## config.mk

```make
export PLATFORM = sky130hd
export DESIGN_NAME = pr_region_ctrl
export DESIGN_NICKNAME = d
export VERILOG_FILES = /design/src/rtl/pr_region_ctrl.sv
export SDC_FILE = /design/constraint.sdc
export NUM_CORES = 1
export LEC_CHECK = 0
export ABC_AREA = 1
export BUFFER_PORTS_ARGS = -buffer_cell sky130_fd_sc_hd__buf_2
export CAP_MARGIN = 20
export CORE_ASPECT_RATIO = 0.5
export CORE_MARGIN = 2
export CORE_UTILIZATION = 23
export CTS_CLUSTER_SIZE = 8
export DETAILED_ROUTE_END_ITERATION = 8
export MAX_ROUTING_LAYER = met4
export SETUP_SLACK_MARGIN = 0.4
export SKIP_CTS_REPAIR_TIMING = 1
export SLEW_MARGIN = 10
export SYNTH_ARGS = -nofsm -noshare
export SYNTH_HDL_FRONTEND = slang
export SYNTH_SLANG_ARGS = --single-unit
export TNS_END_PERCENT = 50
```

## constraint.sdc

```tcl
create_clock -name clk -period 2.6 [get_ports clk]
set_input_delay 0.26 -clock clk [delete_from_list [all_inputs] [get_ports clk]]
set_output_delay 0.26 -clock clk [all_outputs]
set_load 0.1 [all_outputs]
```

## src/rtl/pr_region_ctrl.sv

```systemverilog
// Reconfiguration sequencer for one partially reconfigurable RCA region: drain, load, reset-hold, release.
// Optional load timeout is built when RCA_PR_TIMEOUT_EN is defined.
module pr_region_ctrl #(
  parameter int ID_W            = 3,
  parameter int INFL_W          = 4,
  parameter int RST_HOLD_CYCLES = 4,
  parameter int BOOT_VALID      = 1,
  parameter int BOOT_ID         = 0,
  parameter int TIMEOUT_CYCLES  = 1024
) (
  input  logic            clk,
  input  logic            rst,
  input  logic            reconf_req,
  input  logic [ID_W-1:0] reconf_id,
  output logic            reconf_ack,
  output logic            reconf_done,
  output logic            reconf_err,
  output logic            busy,
  output logic [ID_W-1:0] current_id,
  output logic            config_valid,
  input  logic            issue,
  input  logic            retire,
  output logic            issue_stall,
  output logic            decouple,
  output logic            region_rst,
  output logic            cfg_load_req,
  output logic [ID_W-1:0] cfg_load_id,
  input  logic            cfg_load_done,
  input  logic            cfg_load_err
);

  typedef enum logic [1:0] {
    ST_IDLE      = 2'd0,
    ST_DRAIN     = 2'd1,
    ST_LOAD_WAIT = 2'd2,
    ST_RST_HOLD  = 2'd3
  } state_t;

  localparam int HOLD_W = (RST_HOLD_CYCLES > 1) ? $clog2(RST_HOLD_CYCLES) : 1;
  localparam logic [HOLD_W-1:0] HOLD_LAST = HOLD_W'(RST_HOLD_CYCLES - 1);
  localparam logic [HOLD_W-1:0] HOLD_ONE  = HOLD_W'(1);
  localparam logic [HOLD_W-1:0] HOLD_ZERO = HOLD_W'(0);
  localparam logic [INFL_W-1:0] INFL_MAX  = {INFL_W{1'b1}};
  localparam logic [INFL_W-1:0] INFL_ZERO = {INFL_W{1'b0}};
  localparam logic [INFL_W-1:0] INFL_ONE  = INFL_W'(1);
  localparam logic              BOOT_VLD  = (BOOT_VALID != 0);
  localparam logic [ID_W-1:0]   BOOT_IDV  = ID_W'(BOOT_ID);

  state_t            state_r;
  state_t            state_nxt_s;
  logic [INFL_W-1:0] infl_r;
  logic [HOLD_W-1:0] hold_cnt_r;
  logic [HOLD_W-1:0] hold_nxt_s;
  logic              valid_nxt_s;
  logic [ID_W-1:0]   id_nxt_s;
  logic [ID_W-1:0]   load_id_nxt_s;
  logic              done_nxt_s;
  logic              err_nxt_s;
  logic              decouple_nxt_s;
  logic              region_rst_nxt_s;
  logic              stall_nxt_s;
  logic              load_req_nxt_s;
  logic              timeout_s;

  assign reconf_ack = reconf_req & (state_r == ST_IDLE);

  // In-flight operation counter: saturates at max, ignores retire at zero.
  always_ff @(posedge clk or posedge rst) begin
    if (rst) begin
      infl_r <= INFL_ZERO;
    end else begin
      case ({issue, retire})
        2'b10:   if (infl_r != INFL_MAX)  infl_r <= infl_r + INFL_ONE;
        2'b01:   if (infl_r != INFL_ZERO) infl_r <= infl_r - INFL_ONE;
        default: infl_r <= infl_r;
      endcase
    end
  end

`ifdef RCA_PR_TIMEOUT_EN
  localparam int TMO_W = (TIMEOUT_CYCLES > 1) ? $clog2(TIMEOUT_CYCLES) : 1;
  localparam logic [TMO_W-1:0] TMO_LAST = TMO_W'(TIMEOUT_CYCLES - 1);
  localparam logic [TMO_W-1:0] TMO_ONE  = TMO_W'(1);
  logic [TMO_W-1:0] tmo_cnt_r;

  // Cycles spent waiting on the loader; restarts from zero on every LOAD_WAIT entry.
  always_ff @(posedge clk or posedge rst) begin
    if (rst) begin
      tmo_cnt_r <= {TMO_W{1'b0}};
    end else if (state_r == ST_LOAD_WAIT) begin
      tmo_cnt_r <= tmo_cnt_r + TMO_ONE;
    end else begin
      tmo_cnt_r <= {TMO_W{1'b0}};
    end
  end

  assign timeout_s = (state_r == ST_LOAD_WAIT) && (tmo_cnt_r == TMO_LAST);
`else
  logic unused_tmo_s;
  assign unused_tmo_s = (TIMEOUT_CYCLES != 0);
  assign timeout_s    = 1'b0;
`endif

  // Next-state, configuration bookkeeping and completion pulses.
  always_comb begin
    state_nxt_s   = state_r;
    valid_nxt_s   = config_valid;
    id_nxt_s      = current_id;
    load_id_nxt_s = cfg_load_id;
    done_nxt_s    = 1'b0;
    err_nxt_s     = 1'b0;
    hold_nxt_s    = HOLD_ZERO;
    case (state_r)
      ST_IDLE: begin
        if (reconf_req) begin
          if ((reconf_id == current_id) && config_valid) begin
            done_nxt_s = 1'b1;
          end else begin
            load_id_nxt_s = reconf_id;
            state_nxt_s   = ST_DRAIN;
          end
        end else begin
          state_nxt_s = ST_IDLE;
        end
      end
      ST_DRAIN: begin
        if ((infl_r == INFL_ZERO) && !issue) begin
          state_nxt_s = ST_LOAD_WAIT;
          valid_nxt_s = 1'b0;
        end else begin
          state_nxt_s = ST_DRAIN;
        end
      end
      ST_LOAD_WAIT: begin
        // A failure report outranks a completion arriving in the same cycle.
        if (cfg_load_err || timeout_s) begin
          err_nxt_s   = 1'b1;
          valid_nxt_s = 1'b0;
          state_nxt_s = ST_IDLE;
        end else if (cfg_load_done) begin
          id_nxt_s    = cfg_load_id;
          valid_nxt_s = 1'b1;
          state_nxt_s = ST_RST_HOLD;
        end else begin
          state_nxt_s = ST_LOAD_WAIT;
        end
      end
      ST_RST_HOLD: begin
        if (hold_cnt_r == HOLD_LAST) begin
          done_nxt_s  = 1'b1;
          state_nxt_s = ST_IDLE;
        end else begin
          hold_nxt_s  = hold_cnt_r + HOLD_ONE;
        end
      end
      default: begin
        state_nxt_s = ST_IDLE;
      end
    endcase
  end

  // Region-facing controls decoded from the upcoming state so they can be registered.
  always_comb begin
    decouple_nxt_s   = ~valid_nxt_s;
    region_rst_nxt_s = ~valid_nxt_s;
    stall_nxt_s      = ~valid_nxt_s;
    load_req_nxt_s   = 1'b0;
    case (state_nxt_s)
      ST_IDLE: begin
        decouple_nxt_s   = ~valid_nxt_s;
        region_rst_nxt_s = ~valid_nxt_s;
        stall_nxt_s      = ~valid_nxt_s;
      end
      ST_DRAIN: begin
        decouple_nxt_s   = 1'b0;
        region_rst_nxt_s = ~valid_nxt_s;
        stall_nxt_s      = 1'b1;
      end
      ST_LOAD_WAIT: begin
        decouple_nxt_s   = 1'b1;
        region_rst_nxt_s = 1'b1;
        stall_nxt_s      = 1'b1;
        load_req_nxt_s   = 1'b1;
      end
      ST_RST_HOLD: begin
        decouple_nxt_s   = 1'b1;
        region_rst_nxt_s = 1'b1;
        stall_nxt_s      = 1'b1;
      end
      default: begin
        decouple_nxt_s   = 1'b1;
        region_rst_nxt_s = 1'b1;
        stall_nxt_s      = 1'b1;
      end
    endcase
  end

  // Sequencer state and all registered outputs.
  always_ff @(posedge clk or posedge rst) begin
    if (rst) begin
      state_r      <= ST_IDLE;
      hold_cnt_r   <= HOLD_ZERO;
      config_valid <= BOOT_VLD;
      current_id   <= BOOT_IDV;
      cfg_load_id  <= BOOT_IDV;
      reconf_done  <= 1'b0;
      reconf_err   <= 1'b0;
      busy         <= 1'b0;
      decouple     <= ~BOOT_VLD;
      region_rst   <= ~BOOT_VLD;
      issue_stall  <= ~BOOT_VLD;
      cfg_load_req <= 1'b0;
    end else begin
      state_r      <= state_nxt_s;
      hold_cnt_r   <= hold_nxt_s;
      config_valid <= valid_nxt_s;
      current_id   <= id_nxt_s;
      cfg_load_id  <= load_id_nxt_s;
      reconf_done  <= done_nxt_s;
      reconf_err   <= err_nxt_s;
      busy         <= (state_nxt_s != ST_IDLE);
      decouple     <= decouple_nxt_s;
      region_rst   <= region_rst_nxt_s;
      issue_stall  <= stall_nxt_s;
      cfg_load_req <= load_req_nxt_s;
    end
  end

endmodule

```

# --- Yosys cells after proc, flatten, opt, wreduce, memory -nomap -nowiden ---
# Cells that the tools add are included.
totals:
  regBits: 22
  latch_bits: 0
  ram_bits: 0
  romBits: 0
  in_bits: 10
  word_cells: 74
  memories: 0
op_classes:
  addsub: 3
  multipliers: 0
  div_mod_pow: 0
  order_cmp: 0
  eq_ne: 13
  n_shift: 0
  mux: 26
  n_bitwise: 4
  n_reduce_logical: 15
op_table:
  columns: ["operator", "count"]
  rows:
  - ["$mux 2", 7]
  - ["$eq 2x2->1 const B", 6]
  - ["$mux 1", 10]
  - ["$reduce_and 3->1", 3]
  - ["$mux 4", 2]
  - ["$pmux 1 s2", 4]
  - ["$pmux 2 s4", 1]
  - ["$pmux 4 s2", 1]
  - ["$eq 2x1->1 const B", 3]
  - ["$add 4x1->4 const B", 1]
  - ["$logic_not 2->1", 2]
  - ["$logic_not 4->1", 1]
  - ["$ne 2x2->1 const B", 2]
  - ["$ne 4x4->1 const B", 1]
  - ["$reduce_bool 2->1", 2]
  - ["$reduce_bool 4->1", 1]
  - ["$reduce_or 2->1", 2]
  - ["$sub 4x1->4 const B", 1]
  - ["$eq 3x3->1", 1]
  - ["$not 1->1", 3]
  - ["$pmux 1 s3", 1]
  - ["$reduce_or 3->1", 1]
  - ["$add 2x1->2 const B", 1]
  - ["$logic_and 1x1->1", 2]
  - ["2 further kinds", 2]

# --- Logic depth before layout (Yosys ltp) ---
# Gate-level depths: netlist (run 1).
depth:
  word_depth: 8
  mapped_depth: 10
  mapped_depth_nobuf: 10

# --- Worst setup path after synthesis (run 1) ---
# OpenSTA, ideal clock, no wires.
synth_path:
  path_type: "reg2reg"
  start: "reg state_r[0]"
  end: "reg cfg_load_id[1]"
  setup_ns: 0.129
  t_arrival_ns: 1.730
  required_time_ns: 2.471
  path_slack_ns: 0.741
  stages_incl_launch_ff: 8
  n_path_buf: 0
  synth_period_minus_slack_ns: 1.859
  cell_sequence: "dfrtp_1 > inv_1 > ha_1 > nand2_1 > inv_1 > nand2_1 > nand2_1 > o21ai_0"
synth_between:
  elab_chain_len: 2
synth_lines:
  columns: ["element", "line", "rtl"]
  rows:
  - ["from (decl)", "49", "state_t state_r;"]
  - ["from (signal assigned)", "214", "state_r <= state_nxt_s;"]
  - ["$logic_not 2->1", "113", "case (state_r)"]
  - ["$reduce_and 3->1 (no source line)", null, null]
  - ["to (signal assigned)", "218", "cfg_load_id <= load_id_nxt_s;"]
  - ["to (decl)", "27", "output logic [ID_W-1:0] cfg_load_id,"]
# Every way passes these cells.
# A chain may end at the register's enable or synchronous reset.

# --- Final worst setup path (run 1) ---
layout_path:
  start: "reg state_r[0]"
  end: "out reconf_ack"
layout_between:
  elab_chain_len: 2
layout_lines:
  columns: ["element", "line", "rtl"]
  rows:
  - ["$logic_not 2->1", "65", "assign reconf_ack = reconf_req & (state_r == ST_IDLE);"]
  - ["$and 1x1->1", "65", null]
  - ["to (decl)", "15", "output logic reconf_ack,"]
# Every way passes these cells.

==> results of run 1 <==
final cells by class:
type	count	area, um2
fill	522	3520
multi-input combinational	96	567
sequential	22	552
timing repair buffer	24	120
inverter	27	101
tap	70	87.6
clock buffer	3	41.3
clock inverter	1	30.0
cells in the final DEF, fill, tap and decap left out, drive strengths merged:
cell type  count
a21oi          6
nand4          2
ha             8
fa             1
o21bai         1
buf           24
nand3          9
dfstp          1
xor2           4
inv           27
bufinv         1
clkbuf         3
nor2          16
o21ai          3
dfrtp         21
mux2           1
nand2         45
path summary, 6_finish.rpt:
check / from / end / slack (ns)
min: rst / infl_r[2] / 0.14
max: state_r[0] / reconf_ack / 0.77
min reg2reg: hold_cnt_r[0] / hold_cnt_r[0] / 0.43
max reg2reg: state_r[0] / issue_stall / 1.06
min in group clk: cfg_load_err / reconf_err / 0.20
max in group asynchronous: rst / cfg_load_id[1] / 1.93
through the flow:
stage	utilization	cell area (um2)	setup slack (ns)	hold slack, ns
2_1_floorplan	-	1220	0.741	0.248
3_3_place_gp	0.284	1430	1.10	0.422
6_report	0.298	1500	0.768	0.143
5_1_grt	0.298	1500	0.686	0.203
3_5_place_dp	0.284	1430	1.06	0.428
4_1_cts	0.298	1500	0.756	0.191
power by group through the flow:
stage	clock [mW]	combinational [mW]	sequential, mW
final	0.318	0.812	0.508
after global routing	0.345	0.875	0.523
after CTS	0.333	0.820	0.510
after detailed placement	0	0.817	0.516
after global placement	0	0.810	0.516
after floorplan	0	0.337	0.854
cells by family (layout without fill, tap and decap cells):
logic type | Yosys count | count (layout) | share of synthesized area
xor+xnor | 4 | 4 | 0.0287
buf+inv | 27 | 55 | 0.0831
simple gates | 72 | 72 | 0.282
compound gates | 10 | 10 | 0.0462
mux | 1 | 1 | 0.00923
flops | 22 | 22 | 0.452
fa+ha+maj | 9 | 9 | 0.0985
per-layer routing:
layer  vias to the layer above  track usage
li1                        497            -
met3                         2       0.0260
met1                       417       0.0850
met2                         9        0.142
met5                         -            -
met4                         0       0.0204
sequential cells by signal (all words and copies together), names as in the netlist:
signal	cells
region_rst	1
decouple	1
reconf_done	1
current_id	3
infl_r	4
busy	1
state_r	2
cfg_load_id	3
issue_stall	1
hold_cnt_r	2
cfg_load_req	1
config_valid	1
reconf_err	1
==> flow_metrics.env, run 1 <==
export IMPL_status="completed"
export IMPL_drc=0
export IMPL_drv_slew=0
export IMPL_total_power_mw=1.64
export IMPL_cp_depth=5
export IMPL_worst_path_max_fanout=4
export IMPL_power_density_nw_per_um2=1090
export IMPL_ff2ff_path_depth=7
export IMPL_p_leak_nw=0.810
export IMPL_drive_above_1_share=0.289
export IMPL_synth_area_leader_cell="dfrtp_1"
export IMPL_crit_type="flip-flop to output port"
export IMPL_crit_arrival_ns=1.57
export IMPL_grt_max_degree=23
export IMPL_instances_no_fill=243
export IMPL_cts_tree="yes"
export IMPL_synth_most_common_cell="nand2_1"
export IMPL_crit_top_cell="inv_1"
export IMPL_wl_met2_um=1140
export IMPL_power_frac_seq=0.310
export IMPL_cts_buffers=3
export IMPL_htreeDepth=1
export IMPL_gr_total_overflow=0
export IMPL_ir_drop_v=0.000401
export IMPL_clock_skew_ns=0.0106
export IMPL_placeableCoreArea_um2=5020
export IMPL_cp_start_kind="flip-flop"
export IMPL_wl_met1_um=1020
export IMPL_vias=925
export IMPL_wl_um=2220
export IMPL_period_share=0.705
export IMPL_slowest_delay_ns=0.43
export IMPL_yosysSeqAreaShare=0.452
export IMPL_hp_class="primary input to asynchronous set/reset pin"
export IMPL_power_share_switching=0.505
export IMPL_hold_violations=0
export IMPL_met3WireLength_um=55
export IMPL_synth_nets=164
export IMPL_async_flop_share=1.00
export IMPL_synthCells=145
export IMPL_rsz0062_at_grt="no"
export IMPL_slew_headroom=0.445
export IMPL_wl_per_cell_um=9.15
export IMPL_synthFlopType="dfrtp_1"
export IMPL_yosys_area_top_type_share=0.431
export IMPL_gp_congestion=0.800
export IMPL_p_comb_frac=0.496
export IMPL_syn_area_um2=1220
export IMPL_required_ns=2.34
export IMPL_start_util=0.243
export IMPL_areaGrowthSynthToFinish_pct=22.9
export IMPL_num_rows=18
export IMPL_grt_pass1_wl_um=3710
export IMPL_port_buffers=24
export IMPL_die_w_um=107
export IMPL_drt_iter0_markers=31
export IMPL_synth_area_per_cell_um2=8.41
export IMPL_p_switching_mw=0.826
export IMPL_nNetsFinal=193
export IMPL_crit_path_cell_trace="inv_1 > ha_1 > nand2_1 > inv_1 > buf_2"
export IMPL_fin_setup_tns_ns=0
export IMPL_diodes=0
export IMPL_clk_pin_slew_ns=0.08
export IMPL_viasPerCell=3.81
export IMPL_cap_violations=0
export IMPL_dp_cells=239
export IMPL_synth_edf_count=0
export IMPL_cp_end_kind="output port"
export IMPL_cts_sinks=22
export IMPL_io_pins=25
export IMPL_intPower_mw=0.811
export IMPL_synthTopCellsByArea="dfrtp_1 43%, nand2_1 12%, ha_1 8.2%"
export IMPL_critical_path_top_delay_family="buffers and inverters"
export IMPL_post_synth_num_cell_types=21
export IMPL_drtPass1Iterations=4
export IMPL_grt_pass1_vias=932
export IMPL_fp_dieH_um=55.5
export IMPL_netlist_top_cells_count="38 x nand2_1, 22 x inv_1, 21 x dfrtp_1"
export IMPL_clock_latency_ns=0.27
export IMPL_max_freq_ghz=0.546
export IMPL_slowest_stage="buf_2"
export IMPL_postRouteAntennaNets=0
export IMPL_power_share_clock=0.194
export IMPL_cp_buffers_inverters=3
export IMPL_worstMarginPinSlew_ns=0.831
export IMPL_clock_root_buffer="clkbuf_8"
export IMPL_die_area_um2=5940
export IMPL_antenna_found_initial=0
export IMPL_cts_path_max_buffers=2
export IMPL_dp_hpwl_um=1800
export IMPL_synth_seq_cells=22
export IMPL_topRoutingLayerUsed="met4"
export IMPL_period_minus_slack_ns=1.83
export IMPL_grt_total_usage=0.0793
export IMPL_setup_viol_count_final=0
export IMPL_yosysWarnings=0
Power figures use the tool's default switching activity.
==> run 2: changes to the inputs <==
==> constraint.sdc (replaced) <==
create_clock -name clk -period 1.9 [get_ports clk]
set_input_delay 0.19 -clock clk [delete_from_list [all_inputs] [get_ports clk]]
set_output_delay 0.19 -clock clk [all_outputs]
set_load 0.1 [all_outputs]
==> run 2 against run 1 <==
Effect of this change:
- clock power increased by 39%
- clock skew decreased by 0.0068 ns
- count of clock-buffer cells in the layout unchanged
- power increased by 43%
- worst hold slack got worse by 0.014 ns
- design area increased by 7.8%
- wire length increased by 7.1%
- core utilization increased by 2.3 points
- critical path type unchanged
==> flow_metrics.env, run 2 (same netlist as run 1, synthesis figures left out) <==
export IMPL_power_share_switching=0.503
export IMPL_fin_setup_tns_ns=0
export IMPL_p_leak_nw=0.826
export IMPL_slew_headroom=0.673
export IMPL_gp_congestion=0.778
export IMPL_antenna_found_initial=0
export IMPL_clock_latency_ns=0.27
export IMPL_crit_path_cell_trace="inv_4 > ha_4 > nand2_2 > clkinvlp_4 > buf_12"
export IMPL_cts_tree="yes"
export IMPL_worst_path_max_fanout=4
export IMPL_htreeDepth=1
export IMPL_num_rows=18
export IMPL_p_comb_frac=0.511
export IMPL_hold_violations=0
export IMPL_clock_root_buffer="clkbuf_8"
export IMPL_cts_sinks=22
export IMPL_placeableCoreArea_um2=5020
export IMPL_hp_class="primary input to flip-flop"
export IMPL_crit_arrival_ns=1.28
export IMPL_start_util=0.243
export IMPL_gr_total_overflow=0
export IMPL_rsz0062_at_grt="yes"
export IMPL_viasPerCell=3.94
export IMPL_top_regs="infl_r: 4 flops, cfg_load_id: 3 flops, current_id: 3 flops"
export IMPL_die_area_um2=5940
export IMPL_grt_total_usage=0.0881
export IMPL_drt_iter0_markers=29
export IMPL_cts_path_max_buffers=2
export IMPL_cp_end_kind="output port"
export IMPL_drv_slew=0
export IMPL_die_w_um=107
export IMPL_clock_skew_ns=0.00373
export IMPL_diodes=0
export IMPL_vias=977
export IMPL_grt_pass1_wl_um=3980
export IMPL_dp_hpwl_um=1870
export IMPL_most_common_layout_cells="36 x nand2_1, 22 x buf_2, 19 x inv_1, 16 x dfrtp_1, 10 x nor2_1"
export IMPL_drc=0
export IMPL_ir_drop_v=0.000568
export IMPL_intPower_mw=1.17
export IMPL_power_frac_seq=0.301
export IMPL_required_ns=1.71
export IMPL_grt_pass1_vias=915
export IMPL_period_share=0.774
export IMPL_grt_max_degree=23
export IMPL_largest_register="infl_r"
export IMPL_slowest_stage="dfrtp_2"
export IMPL_setup_viol_count_final=0
export IMPL_wl_um=2380
export IMPL_worstMarginPinSlew_ns=0.495
export IMPL_fp_dieH_um=55.5
export IMPL_slowest_delay_ns=0.43
export IMPL_status="completed"
export IMPL_cts_buffers=3
export IMPL_max_freq_ghz=0.680
export IMPL_postRouteAntennaNets=0
export IMPL_wl_per_cell_um=9.60
export IMPL_cap_violations=0
export IMPL_cp_start_kind="flip-flop"
export IMPL_power_share_clock=0.188
export IMPL_layout_commonest_cell="nand2_1"
export IMPL_areaGrowthSynthToFinish_pct=32.4
export IMPL_drtPass1Iterations=4
export IMPL_power_density_nw_per_um2=1450
export IMPL_port_buffers=24
export IMPL_io_pins=25
export IMPL_clk_pin_slew_ns=0.08
export IMPL_final_util=0.322
export IMPL_drive_above_1_share=0.382
export IMPL_nNetsFinal=198
export IMPL_crit_type="flip-flop to output port"
export IMPL_fillers=506
export IMPL_period_minus_slack_ns=1.47
export IMPL_p_switching_mw=1.18
export IMPL_largest_reg_flops=4
-- run 2: path summary, 6_finish.rpt --
check	start	end	slack, ns	cells after the start
min in group asynchronous	rst	hold_cnt_r[0]	0.51	4
setup reg to reg	state_r[1]	decouple	0.47	8
hold / removal	cfg_load_err	reconf_err	0.13	3
max in group asynchronous	rst	config_valid	1.12	4
hold reg to reg	hold_cnt_r[0]	hold_cnt_r[0]	0.44	1
setup / recovery	state_r[1]	reconf_ack	0.43	5
-- run 2: final cells by class --
cell class                 instances  area, um2  area share
sequential                        22        562       0.348
clock inverter                     1       30.0      0.0186
multi-input combinational         96        607       0.376
timing repair buffer              29        178       0.110
clock buffer                       3       41.3      0.0256
tap                               70       87.6      0.0542
inverter                          27        110      0.0682
-- run 2: worst max-delay path, delay by kind of cell, from the launching register on --
kind	cells	cell delay [ns]
buffers and inverters	3	0.36
adders and majority gates	1	0.15
and+or+nand+nor	1	0.07
DFF	1	0.43
-- run 2: power groups by stage --
stage | clock network, mW | logic, mW | registers [mW]
4_1_cts | 0.454 | 1.16 | 0.702
5_1_grt | 0.474 | 1.30 | 0.729
6_report | 0.442 | 1.20 | 0.707
3_5_place_dp | 0 | 1.16 | 0.710
2_1_floorplan | 0 | 0.488 | 1.17
3_3_place_gp | 0 | 1.15 | 0.711
-- run 2: per-stage QoR --
stage / power (mW) / hold slack, ns / instances / area (um2) / worst slack, ns
after floorplan: 1.66 / 0.178 / 145 / 1250 / 0.326
after global placement: 1.86 / 0.237 / 240 / 1460 / 0.462
after detailed placement: 1.87 / 0.247 / 240 / 1460 / 0.376
after CTS: 2.32 / -0.0491 / 244 / 1540 / 0.186
after global routing: 2.50 / 0.146 / 248 / 1620 / 0.362
final: 2.35 / 0.130 / 248 / 1620 / 0.429
-- run 2: per-layer routing --
| metal | up-vias | part of all wire | global-route usage |
|---|---|---|---|
| li1 | 508 | - | - |
| met1 | 455 | 0.44 | 0.101 |
| met2 | 9 | 0.51 | 0.144 |
| met3 | 5 | 0.025 | 0.0189 |
| met4 | 0 | 0.024 | 0.0501 |
| met5 | - | 0 | - |
